[src/rtl/uart_cmd_ctrl_pkg.sv]
// Shared definitions for the UART command sequencer: opcodes, FSM state encoding
// and the register-file addresses that hold the ALU operands.
package uart_cmd_ctrl_pkg;

   localparam logic [7:0] CMD_WR     = 8'hAA;
   localparam logic [7:0] CMD_RD     = 8'hBB;
   localparam logic [7:0] CMD_ALU_OP = 8'hCC;
   localparam logic [7:0] CMD_ALU    = 8'hDD;

   localparam int unsigned OPA_ADDR = 0;
   localparam int unsigned OPB_ADDR = 1;

   typedef enum logic [3:0] {
      ST_IDLE     = 4'd0,
      ST_WR_ADDR  = 4'd1,
      ST_WR_DATA  = 4'd2,
      ST_RD_ADDR  = 4'd3,
      ST_RD_WAIT  = 4'd4,
      ST_OPA      = 4'd5,
      ST_OPB      = 4'd6,
      ST_ALU_FUN  = 4'd7,
      ST_ALU_WAIT = 4'd8,
      ST_TX_LO    = 4'd9,
      ST_TX_HI    = 4'd10
   } state_t;

   // States in which the sequencer is still collecting bytes of a frame.
   function automatic logic in_frame_state(input state_t s);
      return (s == ST_WR_ADDR) || (s == ST_WR_DATA) || (s == ST_RD_ADDR) ||
             (s == ST_OPA) || (s == ST_OPB) || (s == ST_ALU_FUN);
   endfunction

endpackage

[src/rtl/uart_cmd_ctrl_if.sv]
// Bus bundle between the command sequencer (master) and its environment:
// UART RX/TX, register file and ALU (slave).
interface uart_cmd_ctrl_if #(
   parameter int DATA_WIDTH = 8,
   parameter int ADDR_WIDTH = 4
);
   // Handshakes: rx_valid, rf_rd_valid, alu_valid, tx_valid and the rf/alu strobes are
   // single-cycle pulses; a tx_valid pulse is only ever issued in a cycle where tx_busy is low.
   logic [DATA_WIDTH-1:0]   rx_data;
   logic                    rx_valid;
   logic                    rx_err;
   logic                    rf_wr_en;
   logic                    rf_rd_en;
   logic [ADDR_WIDTH-1:0]   rf_addr;
   logic [DATA_WIDTH-1:0]   rf_wr_data;
   logic [DATA_WIDTH-1:0]   rf_rd_data;
   logic                    rf_rd_valid;
   logic                    alu_en;
   logic [3:0]              alu_fun;
   logic [2*DATA_WIDTH-1:0] alu_out;
   logic                    alu_valid;
   logic                    alu_clk_en;
   logic [DATA_WIDTH-1:0]   tx_data;
   logic                    tx_valid;
   logic                    tx_busy;

   modport master (
      input  rx_data, rx_valid, rx_err, rf_rd_data, rf_rd_valid, alu_out, alu_valid, tx_busy,
      output rf_wr_en, rf_rd_en, rf_addr, rf_wr_data, alu_en, alu_fun, alu_clk_en, tx_data, tx_valid
   );

   modport slave (
      output rx_data, rx_valid, rx_err, rf_rd_data, rf_rd_valid, alu_out, alu_valid, tx_busy,
      input  rf_wr_en, rf_rd_en, rf_addr, rf_wr_data, alu_en, alu_fun, alu_clk_en, tx_data, tx_valid
   );

endinterface

[src/rtl/uart_cmd_timeout.sv]
// Loadable down-counter that flags an idle partial frame; only built when
// FRAME_TIMEOUT_EN is defined.
`ifdef FRAME_TIMEOUT_EN
module uart_cmd_timeout #(
   parameter int unsigned TIMEOUT_CYC = 4096
) (
   input  logic clk,
   input  logic rst,
   input  logic en,
   input  logic load,
   output logic expired
);
   localparam int CW = $clog2(TIMEOUT_CYC + 1);

   logic [CW-1:0] count;

   always_ff @(posedge clk or negedge rst) begin
      if (!rst) begin
         count <= CW'(TIMEOUT_CYC);
      end else if (load || !en) begin
         count <= CW'(TIMEOUT_CYC);
      end else if (count != '0) begin
         count <= count - 1'b1;
      end
   end

   // Fires on the TIMEOUT_CYC-th consecutive idle cycle inside a frame.
   assign expired = en && !load && (count == CW'(1));

endmodule
`endif

[src/rtl/uart_cmd_ctrl.sv]
// Command sequencer between UART RX and the register file / ALU / UART TX.
// Optional feature: FRAME_TIMEOUT_EN drops partial frames after TIMEOUT_CYC idle cycles.
module uart_cmd_ctrl
   import uart_cmd_ctrl_pkg::*;
#(
   parameter int          DATA_WIDTH  = 8,
   parameter int          ADDR_WIDTH  = 4,
   parameter int unsigned TIMEOUT_CYC = 4096
) (
   input  logic             clk,
   input  logic             rst,
   uart_cmd_ctrl_if.master  bus,
   output state_t           dbg_state
);

   if (TIMEOUT_CYC < 2 || ADDR_WIDTH > DATA_WIDTH || DATA_WIDTH < 4) begin : g_param_chk
      $error("uart_cmd_ctrl: unsupported parameter combination");
   end

   state_t                  state, state_nxt;
   logic                    wr_en_q, wr_en_nxt;
   logic                    rd_en_q, rd_en_nxt;
   logic                    alu_en_q, alu_en_nxt;
   logic                    clk_en_q, clk_en_nxt;
   logic [ADDR_WIDTH-1:0]   addr_q, addr_nxt;
   logic [DATA_WIDTH-1:0]   wdata_q, wdata_nxt;
   logic [3:0]              fun_q, fun_nxt;
   logic [2*DATA_WIDTH-1:0] result_q, result_nxt;
   logic                    two_byte_q, two_byte_nxt;
   logic                    tx_valid;
   logic                    byte_ok;
   logic                    in_frame;
   logic                    frame_err;
   logic                    timeout_hit;

   assign in_frame  = in_frame_state(state);
   assign byte_ok   = bus.rx_valid && !bus.rx_err;
   assign frame_err = bus.rx_valid && bus.rx_err && in_frame;

`ifdef FRAME_TIMEOUT_EN
   uart_cmd_timeout #(.TIMEOUT_CYC(TIMEOUT_CYC)) u_timeout (
      .clk     (clk),
      .rst     (rst),
      .en      (in_frame),
      .load    (bus.rx_valid),
      .expired (timeout_hit)
   );
`else
   assign timeout_hit = 1'b0;
`endif

   always_ff @(posedge clk or negedge rst) begin
      if (!rst) begin
         state      <= ST_IDLE;
         wr_en_q    <= 1'b0;
         rd_en_q    <= 1'b0;
         alu_en_q   <= 1'b0;
         clk_en_q   <= 1'b0;
         addr_q     <= '0;
         wdata_q    <= '0;
         fun_q      <= '0;
         result_q   <= '0;
         two_byte_q <= 1'b0;
      end else begin
         state      <= state_nxt;
         wr_en_q    <= wr_en_nxt;
         rd_en_q    <= rd_en_nxt;
         alu_en_q   <= alu_en_nxt;
         clk_en_q   <= clk_en_nxt;
         addr_q     <= addr_nxt;
         wdata_q    <= wdata_nxt;
         fun_q      <= fun_nxt;
         result_q   <= result_nxt;
         two_byte_q <= two_byte_nxt;
      end
   end

   always_comb begin
      state_nxt    = state;
      wr_en_nxt    = 1'b0;
      rd_en_nxt    = 1'b0;
      alu_en_nxt   = 1'b0;
      addr_nxt     = addr_q;
      wdata_nxt    = wdata_q;
      fun_nxt      = fun_q;
      result_nxt   = result_q;
      two_byte_nxt = two_byte_q;
      tx_valid     = 1'b0;

      case (state)
         ST_IDLE: begin
            if (byte_ok) begin
               case (bus.rx_data)
                  DATA_WIDTH'(CMD_WR):     state_nxt = ST_WR_ADDR;
                  DATA_WIDTH'(CMD_RD):     state_nxt = ST_RD_ADDR;
                  DATA_WIDTH'(CMD_ALU_OP): state_nxt = ST_OPA;
                  DATA_WIDTH'(CMD_ALU):    state_nxt = ST_ALU_FUN;
                  default:                 state_nxt = ST_IDLE;
               endcase
            end
         end
         ST_WR_ADDR: begin
            if (byte_ok) begin
               addr_nxt  = bus.rx_data[ADDR_WIDTH-1:0];
               state_nxt = ST_WR_DATA;
            end
         end
         ST_WR_DATA: begin
            if (byte_ok) begin
               wdata_nxt = bus.rx_data;
               wr_en_nxt = 1'b1;
               state_nxt = ST_IDLE;
            end
         end
         ST_RD_ADDR: begin
            if (byte_ok) begin
               addr_nxt  = bus.rx_data[ADDR_WIDTH-1:0];
               rd_en_nxt = 1'b1;
               state_nxt = ST_RD_WAIT;
            end
         end
         ST_RD_WAIT: begin
            if (bus.rf_rd_valid) begin
               result_nxt   = {{DATA_WIDTH{1'b0}}, bus.rf_rd_data};
               two_byte_nxt = 1'b0;
               state_nxt    = ST_TX_LO;
            end
         end
         ST_OPA: begin
            if (byte_ok) begin
               addr_nxt  = ADDR_WIDTH'(OPA_ADDR);
               wdata_nxt = bus.rx_data;
               wr_en_nxt = 1'b1;
               state_nxt = ST_OPB;
            end
         end
         ST_OPB: begin
            if (byte_ok) begin
               addr_nxt  = ADDR_WIDTH'(OPB_ADDR);
               wdata_nxt = bus.rx_data;
               wr_en_nxt = 1'b1;
               state_nxt = ST_ALU_FUN;
            end
         end
         ST_ALU_FUN: begin
            if (byte_ok) begin
               fun_nxt    = bus.rx_data[3:0];
               alu_en_nxt = 1'b1;
               state_nxt  = ST_ALU_WAIT;
            end
         end
         ST_ALU_WAIT: begin
            if (bus.alu_valid) begin
               result_nxt   = bus.alu_out;
               two_byte_nxt = 1'b1;
               state_nxt    = ST_TX_LO;
            end
         end
         ST_TX_LO: begin
            if (!bus.tx_busy) begin
               tx_valid  = 1'b1;
               state_nxt = two_byte_q ? ST_TX_HI : ST_IDLE;
            end
         end
         ST_TX_HI: begin
            if (!bus.tx_busy) begin
               tx_valid  = 1'b1;
               state_nxt = ST_IDLE;
            end
         end
         default: state_nxt = ST_IDLE;
      endcase

      // A corrupted byte or a stalled frame abandons the frame without any strobe.
      if (frame_err || timeout_hit) begin
         state_nxt  = ST_IDLE;
         wr_en_nxt  = 1'b0;
         rd_en_nxt  = 1'b0;
         alu_en_nxt = 1'b0;
      end

      clk_en_nxt = (state_nxt == ST_ALU_FUN) || (state_nxt == ST_ALU_WAIT) ||
                   (((state_nxt == ST_TX_LO) || (state_nxt == ST_TX_HI)) && two_byte_nxt);
   end

   assign bus.rf_wr_en   = wr_en_q;
   assign bus.rf_rd_en   = rd_en_q;
   assign bus.rf_addr    = addr_q;
   assign bus.rf_wr_data = wdata_q;
   assign bus.alu_en     = alu_en_q;
   assign bus.alu_fun    = fun_q;
   assign bus.alu_clk_en = clk_en_q;
   assign bus.tx_valid   = tx_valid;
   assign bus.tx_data    = (state == ST_TX_HI) ? result_q[2*DATA_WIDTH-1:DATA_WIDTH] :
                           (state == ST_TX_LO) ? result_q[DATA_WIDTH-1:0] : '0;
   assign dbg_state      = state;

endmodule

[src/flat_wrapper.sv]
// flat-port wrapper written by rule: the top's interface ports become plain ports
module uart_cmd_ctrl_flat import uart_cmd_ctrl_pkg::*;
#(
   parameter int          DATA_WIDTH  = 8,
   parameter int          ADDR_WIDTH  = 4,
   parameter int unsigned TIMEOUT_CYC = 4096
)
  (clk, rst, dbg_state, bus_rx_data, bus_rx_valid, bus_rx_err, bus_rf_rd_data, bus_rf_rd_valid, bus_alu_out, bus_alu_valid, bus_tx_busy, bus_rf_wr_en, bus_rf_rd_en, bus_rf_addr, bus_rf_wr_data, bus_alu_en, bus_alu_fun, bus_alu_clk_en, bus_tx_data, bus_tx_valid);
  uart_cmd_ctrl_if #(.DATA_WIDTH(DATA_WIDTH), .ADDR_WIDTH(ADDR_WIDTH)) bus_i ();
  input  logic clk;
  input  logic rst;
  output state_t dbg_state;
  input wire logic [$bits(bus_i.rx_data)-1:0] bus_rx_data;
  input wire logic [$bits(bus_i.rx_valid)-1:0] bus_rx_valid;
  input wire logic [$bits(bus_i.rx_err)-1:0] bus_rx_err;
  input wire logic [$bits(bus_i.rf_rd_data)-1:0] bus_rf_rd_data;
  input wire logic [$bits(bus_i.rf_rd_valid)-1:0] bus_rf_rd_valid;
  input wire logic [$bits(bus_i.alu_out)-1:0] bus_alu_out;
  input wire logic [$bits(bus_i.alu_valid)-1:0] bus_alu_valid;
  input wire logic [$bits(bus_i.tx_busy)-1:0] bus_tx_busy;
  output wire logic [$bits(bus_i.rf_wr_en)-1:0] bus_rf_wr_en;
  output wire logic [$bits(bus_i.rf_rd_en)-1:0] bus_rf_rd_en;
  output wire logic [$bits(bus_i.rf_addr)-1:0] bus_rf_addr;
  output wire logic [$bits(bus_i.rf_wr_data)-1:0] bus_rf_wr_data;
  output wire logic [$bits(bus_i.alu_en)-1:0] bus_alu_en;
  output wire logic [$bits(bus_i.alu_fun)-1:0] bus_alu_fun;
  output wire logic [$bits(bus_i.alu_clk_en)-1:0] bus_alu_clk_en;
  output wire logic [$bits(bus_i.tx_data)-1:0] bus_tx_data;
  output wire logic [$bits(bus_i.tx_valid)-1:0] bus_tx_valid;
  assign bus_i.rx_data = bus_rx_data;
  assign bus_i.rx_valid = bus_rx_valid;
  assign bus_i.rx_err = bus_rx_err;
  assign bus_i.rf_rd_data = bus_rf_rd_data;
  assign bus_i.rf_rd_valid = bus_rf_rd_valid;
  assign bus_i.alu_out = bus_alu_out;
  assign bus_i.alu_valid = bus_alu_valid;
  assign bus_i.tx_busy = bus_tx_busy;
  assign bus_rf_wr_en = bus_i.rf_wr_en;
  assign bus_rf_rd_en = bus_i.rf_rd_en;
  assign bus_rf_addr = bus_i.rf_addr;
  assign bus_rf_wr_data = bus_i.rf_wr_data;
  assign bus_alu_en = bus_i.alu_en;
  assign bus_alu_fun = bus_i.alu_fun;
  assign bus_alu_clk_en = bus_i.alu_clk_en;
  assign bus_tx_data = bus_i.tx_data;
  assign bus_tx_valid = bus_i.tx_valid;
  uart_cmd_ctrl #(.DATA_WIDTH(DATA_WIDTH), .ADDR_WIDTH(ADDR_WIDTH), .TIMEOUT_CYC(TIMEOUT_CYC)) u_core (.clk(clk), .rst(rst), .bus(bus_i), .dbg_state(dbg_state));
endmodule
[config.mk]
export PLATFORM = sky130hd
export DESIGN_NAME = uart_cmd_ctrl_flat
export DESIGN_NICKNAME = d
export VERILOG_FILES = /design/src/rtl/uart_cmd_ctrl_pkg.sv /design/src/rtl/uart_cmd_ctrl_if.sv /design/src/rtl/uart_cmd_timeout.sv /design/src/rtl/uart_cmd_ctrl.sv /design/src/flat_wrapper.sv
export SDC_FILE = /design/constraint.sdc
export NUM_CORES = 1
export LEC_CHECK = 0
export BUFFER_PORTS_ARGS = -buffer_cell sky130_fd_sc_hd__buf_4
export CORE_MARGIN = 1
export CORE_UTILIZATION = 56
export CTS_BUF_LIST = sky130_fd_sc_hd__clkbuf_4
export DETAILED_ROUTE_END_ITERATION = 8
export PLACE_DENSITY = 0.88
export SLEW_MARGIN = 40
export SYNTH_ARGS = -nofsm -noshare
export SYNTH_HDL_FRONTEND = slang
export SYNTH_SLANG_ARGS = --single-unit
[constraint.sdc]
create_clock -name clk -period 3.99 [get_ports clk]
set_input_delay 1.197 -clock clk [delete_from_list [all_inputs] [get_ports clk]]
set_output_delay 1.197 -clock clk [all_outputs]
set_load 0.01 [all_outputs]
* Word-level counts from Yosys, hierarchy flattened *
Index checks and enable logic that the tools add are counted.

operators by class
  shifts and indexed selects = 0
  div/mod/pow operators = 0
  eq/ne operators = 23
  add/sub/neg operators = 0
  multipliers = 0
  mux-type cells = 36
  reductions and logical operators = 23
  bitwise logic cells = 0
  $lt $le $gt $ge = 0

operators by type and width
  kind                  number
  $mux W4               16
  $pmux W4 S11          1
  $eq A8 B8 Y1 const B  4
  $mux W16              2
  $pmux W16 S2          1
  $eq A4 B4 Y1 const B  6
  $eq A4 B3 Y1 const B  5
  $mux W8               2
  $pmux W3 S4           1
  $pmux W4 S3           1
  $mux W1               11
  $eq A4 B2 Y1 const B  2
  $logic_or A1 B1 Y1    8
  $ne A2 B1 Y1 const B  3
  $eq A4 B1 Y1 const B  1
  $logic_and A1 B1 Y1   4
  $logic_not A4 Y1      1
  $ne A2 B2 Y1 const B  2
  $reduce_and A2 Y1     2
  $reduce_and A4 Y1     1
  $reduce_or A2 Y1      2
  $reduce_and A3 Y1     1
  $reduce_bool A3 Y1    1
  $reduce_or A3 Y1      1
  3 further kinds       3

word-level totals
  bits in latches = 0
  memories kept = 0
  output and inout port bits = 33
  register bits after elaboration = 41
  input port bits = 39
  RAM bits = 0
  memory bits (read-only) = 0
  word-level logic and storage cells = 92

* Longest topological paths before layout *
  depth in word-level cells = 12
  depth in mapped cells = 8
  depth with buffers taken out = 6

* Worst setup path before layout *
No wires, ideal clock.

  path type = in2out
  start point = input bus_tx_busy
  end point = output bus_tx_valid
  buffers on the path = 0
  required time = 2793 ps
  path slack = 1295 ps
  arrival = 1498 ps
  stages on the path = 1
  cell sequence = nor3_1

on the way
  longest elaborated chain between the ends = 2

ends and longest elaborated chain
  item                RTL line                                    RTL
  start: declaration  flat_wrapper.sv:20                          input wire logic [$bits(bus_i.tx_busy)-1:0] bus_tx_busy;
  $mux W1             uart_cmd_ctrl.sv:160, uart_cmd_ctrl.sv:166
  $mux W1             -
  end: declaration    flat_wrapper.sv:29                          output wire logic [$bits(bus_i.tx_valid)-1:0] bus_tx_valid;

Every way passes these cells.

* Worst setup path in the final report *
  start point = register u_core.state[1] (netlist: u_core.dbg_state[1])
  end point = output bus_tx_data[6]

on the way
  longest elaborated chain between the ends = 3
  elaborated cells between the ends (all ways) = 4
  those cells by class = eq/ne (2); mux (2)

ends and longest elaborated chain
  item                      RTL line              RTL
  start: declaration        uart_cmd_ctrl.sv:20   state_t state, state_nxt;
  start signal: assignment  uart_cmd_ctrl.sv:65   state <= state_nxt;
  $eq A4 B4 Y1              uart_cmd_ctrl.sv:195  (state == ST_TX_LO) ? result_q[DATA_WIDTH-1:0] : '0;
  $mux W8                   uart_cmd_ctrl.sv:195
  $mux W8 *                 uart_cmd_ctrl.sv:194  assign bus.tx_data = (state == ST_TX_HI) ? result_q[2*DATA_WIDTH-1:DATA_WIDTH] :
  end: declaration          flat_wrapper.sv:28    output wire logic [$bits(bus_i.tx_data)-1:0] bus_tx_data;

Mark *: on every way between the ends. The rest lies on a longest branch, timed or not.

==> metrics <==
Area Growth Syn to Fin 28.4%; row cnt 21; I/O Pins 72; Worst R2R Start u_core.dbg_state[3]$_DFF_PN0_; fin area approximately 2700 um2; clk slew on worst S/H paths 110 ps; Tightest Hold Check Type register to register; max-capacitance violation count 0; Synth Instances 210; WL/cell 14.8 um; Worst Clk Skew 3.27 ps; CP Launch Point u_core.dbg_state[1]$_DFF_PN0_; EDFF count, synth 0; Mapped Avg Cell Area 10.0 um2; initial antenna violation count 0; Sw Share 33.7%; RR Endpoint u_core.result_q[12]$_DFFE_PN0P_; full die area 4010 um2; vias in the first global route 1670; ANT nets after route 0; critical path launch point type register; fraction of layout cells with a size suffix above 1 36.7%; main combinational cell family by area after synthesis simple AND/OR/NAND/NOR gates; nets 314; Via density around 5.7; First-pass DRT Iterations 4; setup_tns 0 ps; Clock power frac 18.6%; Post-CTS Setup Inserts 0; Max Fanout on Critical Path 14; post-synthesis adder-cell area fraction 0%; leakage 1.27 nW; hold path start u_core.result_q[13]$_DFFE_PN0P_; # DRC 0; CP required 2790 ps; RSZ-0062 raised after global routing false; core box area around 3500 um2; final hold vios 0; Pwr Density 505 nW/um2; Root Driver clkbuf_4; RePlAce Congestion 0.853; hold buffers post-CTS 0; clk buf depth 2; cts repair resizes 0; Pwr Total between 1 and 1.5 mW; Worst Setup EP bus_tx_data[6]; Worst R2R Path Depth 4; peak supply drop 0.000273 V; Initial Utilization 60.8%; count of warnings emitted by yosys 0; Slew Viols, Final 0; max frequency just over 0.3 GHz; register area share after synthesis 48.7%; Setup violations, final 0; Port-buffer cells 71; Pint 905 uW; CTS tree done; starting DRC count in detailed routing 135; Placed Area 2630 um2; post-synthesis compound-gate area fraction 16.1%; total wire length between 4000 and 5000 um; total track usage approximately 25%; pin count of the biggest net entering global routing between 40 and 50; Post-Synth XOR/XNOR Area less than 1%; via count 1839; Slew Limit Headroom between 40% and 50%; status finished, final reports clean; Clk Latency, worst-skew pair 340 ps; CP arrival 2070 ps; min cycle time layout 3270 ps; Worst Tran Pin Value between 700 and 800 ps; diodes inserted 0; hpwl dp 3440 um; Die Wd 63.3 um; final worst setup slack 721 ps; sw power 460 uW; final worst path period share around 82%; async set-reset flop share out of synthesis 100%; Post-Syn Nets 249; H-tree Lvls 2; synth unique cells between 40 and 50; top_reg_cell synth dfrtp_1; first-pass GRT wire length a little under 8000 um; Synth Register Bits 41; pre-CTS WS 869 ps; mux contribution to synthesized area 10.7%; Gate power share approximately 34%; Setup crit end kind output port; # clock sinks 41; GRT overflow 0; kind of critical path register to output port; synthesized cell area approximately 2100 um2; CTS Buf Count 5; simple logic cell fraction of the synthesized area about a fifth; Reg power frac 47.1%; reg2reg setup slack 1460 ps; Chip Height roughly 63 um
[metrics by stage]
step | hold WS [ps] | utilization, % | instances
after floorplan | 439 | - | 210
after global placement | 451 | 75.8 | 314
after detailed placement | 464 | 75.8 | 314
after CTS | 493 | 77.9 | 321
after global routing | 518 | 78.0 | 321
final | 491 | 78.0 | 321
[power groups by stage]
stage,combinational (mW),sequential [mW],clock (mW)
after floorplan,0.273,0.639,0
after global placement,0.459,0.645,0
after detailed placement,0.469,0.650,0
after CTS,0.473,0.640,0.259
after global routing,0.516,0.660,0.277
final,0.469,0.643,0.253
[final cells by class]
| cell class | instances | area (um2) |
|---|---|---|
| flip-flops and latches | 41 | 1030 |
| multi-input cells | 149 | 983 |
| fillers | 254 | 763 |
| repair buffers | 72 | 541 |
| well taps | 46 | 57.6 |
| clock buffers | 5 | 37.5 |
| clock inverters | 2 | 35.0 |
| inverters | 6 | 25.0 |
[cell families (layout without fill, tap and decap cells)]
kind of cell    Yosys count  in the layout
flops                    41             41
compound gates           50             50
mux                      21             21
buf+inv                  20             85
simple gates             76             76
xor+xnor                  2              2
[cells in the final DEF (no fill, tap or decap), drive strengths merged, types with 2 or more instances in the layout]
| cell type | instances |
|---|---|
| clkbuf | 5 |
| nor2b | 4 |
| nor2 | 14 |
| buf | 72 |
| a22oi | 8 |
| inv | 6 |
| dfrtp | 41 |
| a32o | 4 |
| nor4bb | 2 |
| mux2 | 12 |
| nor3 | 8 |
| mux2i | 9 |
| o21ai | 17 |
| a2bb2oi | 3 |
| nand4 | 3 |
| or3 | 4 |
| nand2 | 29 |
| xnor2 | 2 |
| a211oi | 2 |
| a21oi | 8 |
| nand3 | 6 |
[Yosys cell counts (all sizes together) (3+ instances only)]
| cell | count | share of area, % |
|---|---|---|
| or3 | 4 | 1.2 |
| nand3 | 6 | 1.4 |
| dfrtp | 41 | 49 |
| a2bb2oi | 3 | 1.2 |
| nor2 | 14 | 2.5 |
| buf | 9 | 2.7 |
| a22oi | 8 | 2.9 |
| o21ai | 17 | 4.0 |
| inv | 6 | 1.2 |
| nor3 | 8 | 3.4 |
| a21oi | 8 | 1.9 |
| mux2 | 12 | 6.4 |
| mux2i | 9 | 4.3 |
| nand2 | 29 | 5.2 |
| nand4 | 3 | 0.89 |
| clkbuf | 5 | 0.89 |
| nor2b | 4 | 1.2 |
| a32o | 4 | 1.9 |
[worst min-delay path by stage]
stage / endpoint / slack [ps] / cells after the start
final: u_core.result_q[13]$_DFFE_PN0P_ / 490 / 2
after global routing: u_core.result_q[10]$_DFFE_PN0P_ / 520 / 2
after CTS: u_core.result_q[14]$_DFFE_PN0P_ / 490 / 2
after detailed placement: u_core.result_q[13]$_DFFE_PN0P_ / 460 / 2
after global placement: u_core.result_q[14]$_DFFE_PN0P_ / 450 / 2
after floorplan: u_core.result_q[10]$_DFFE_PN0P_ / 440 / 2
[registers in the layout (all words and copies together) (netlist names)]
name,flops
u_core.bus.alu_clk_en,1
u_core.bus.rf_wr_en,1
u_core.bus.rf_rd_en,1
u_core.two_byte_q,1
u_core.bus.rf_addr,4
u_core.bus.rf_wr_data,8
u_core.bus.alu_fun,4
u_core.result_q,16
u_core.dbg_state,4
u_core.bus.alu_en,1
[per-layer routing]
metal  vias to the layer above  global-route usage (%)  routed length (um)
li1                        880                       -                   -
met1                       881                    32.3                2010
met2                        71                    42.4                2390
met3                         7                    5.98                 286
met4                         0                    8.52                  55
met5                         -                       0                   0
[worst max-delay path, cell delays in order (launching register included)]
cell	delay [ps]
dfrtp_1	740
nor2b_1	360
buf_4	240
a22oi_1	100
nor2_1	140
buf_4	150
Power figures use the tool's default switching activity.
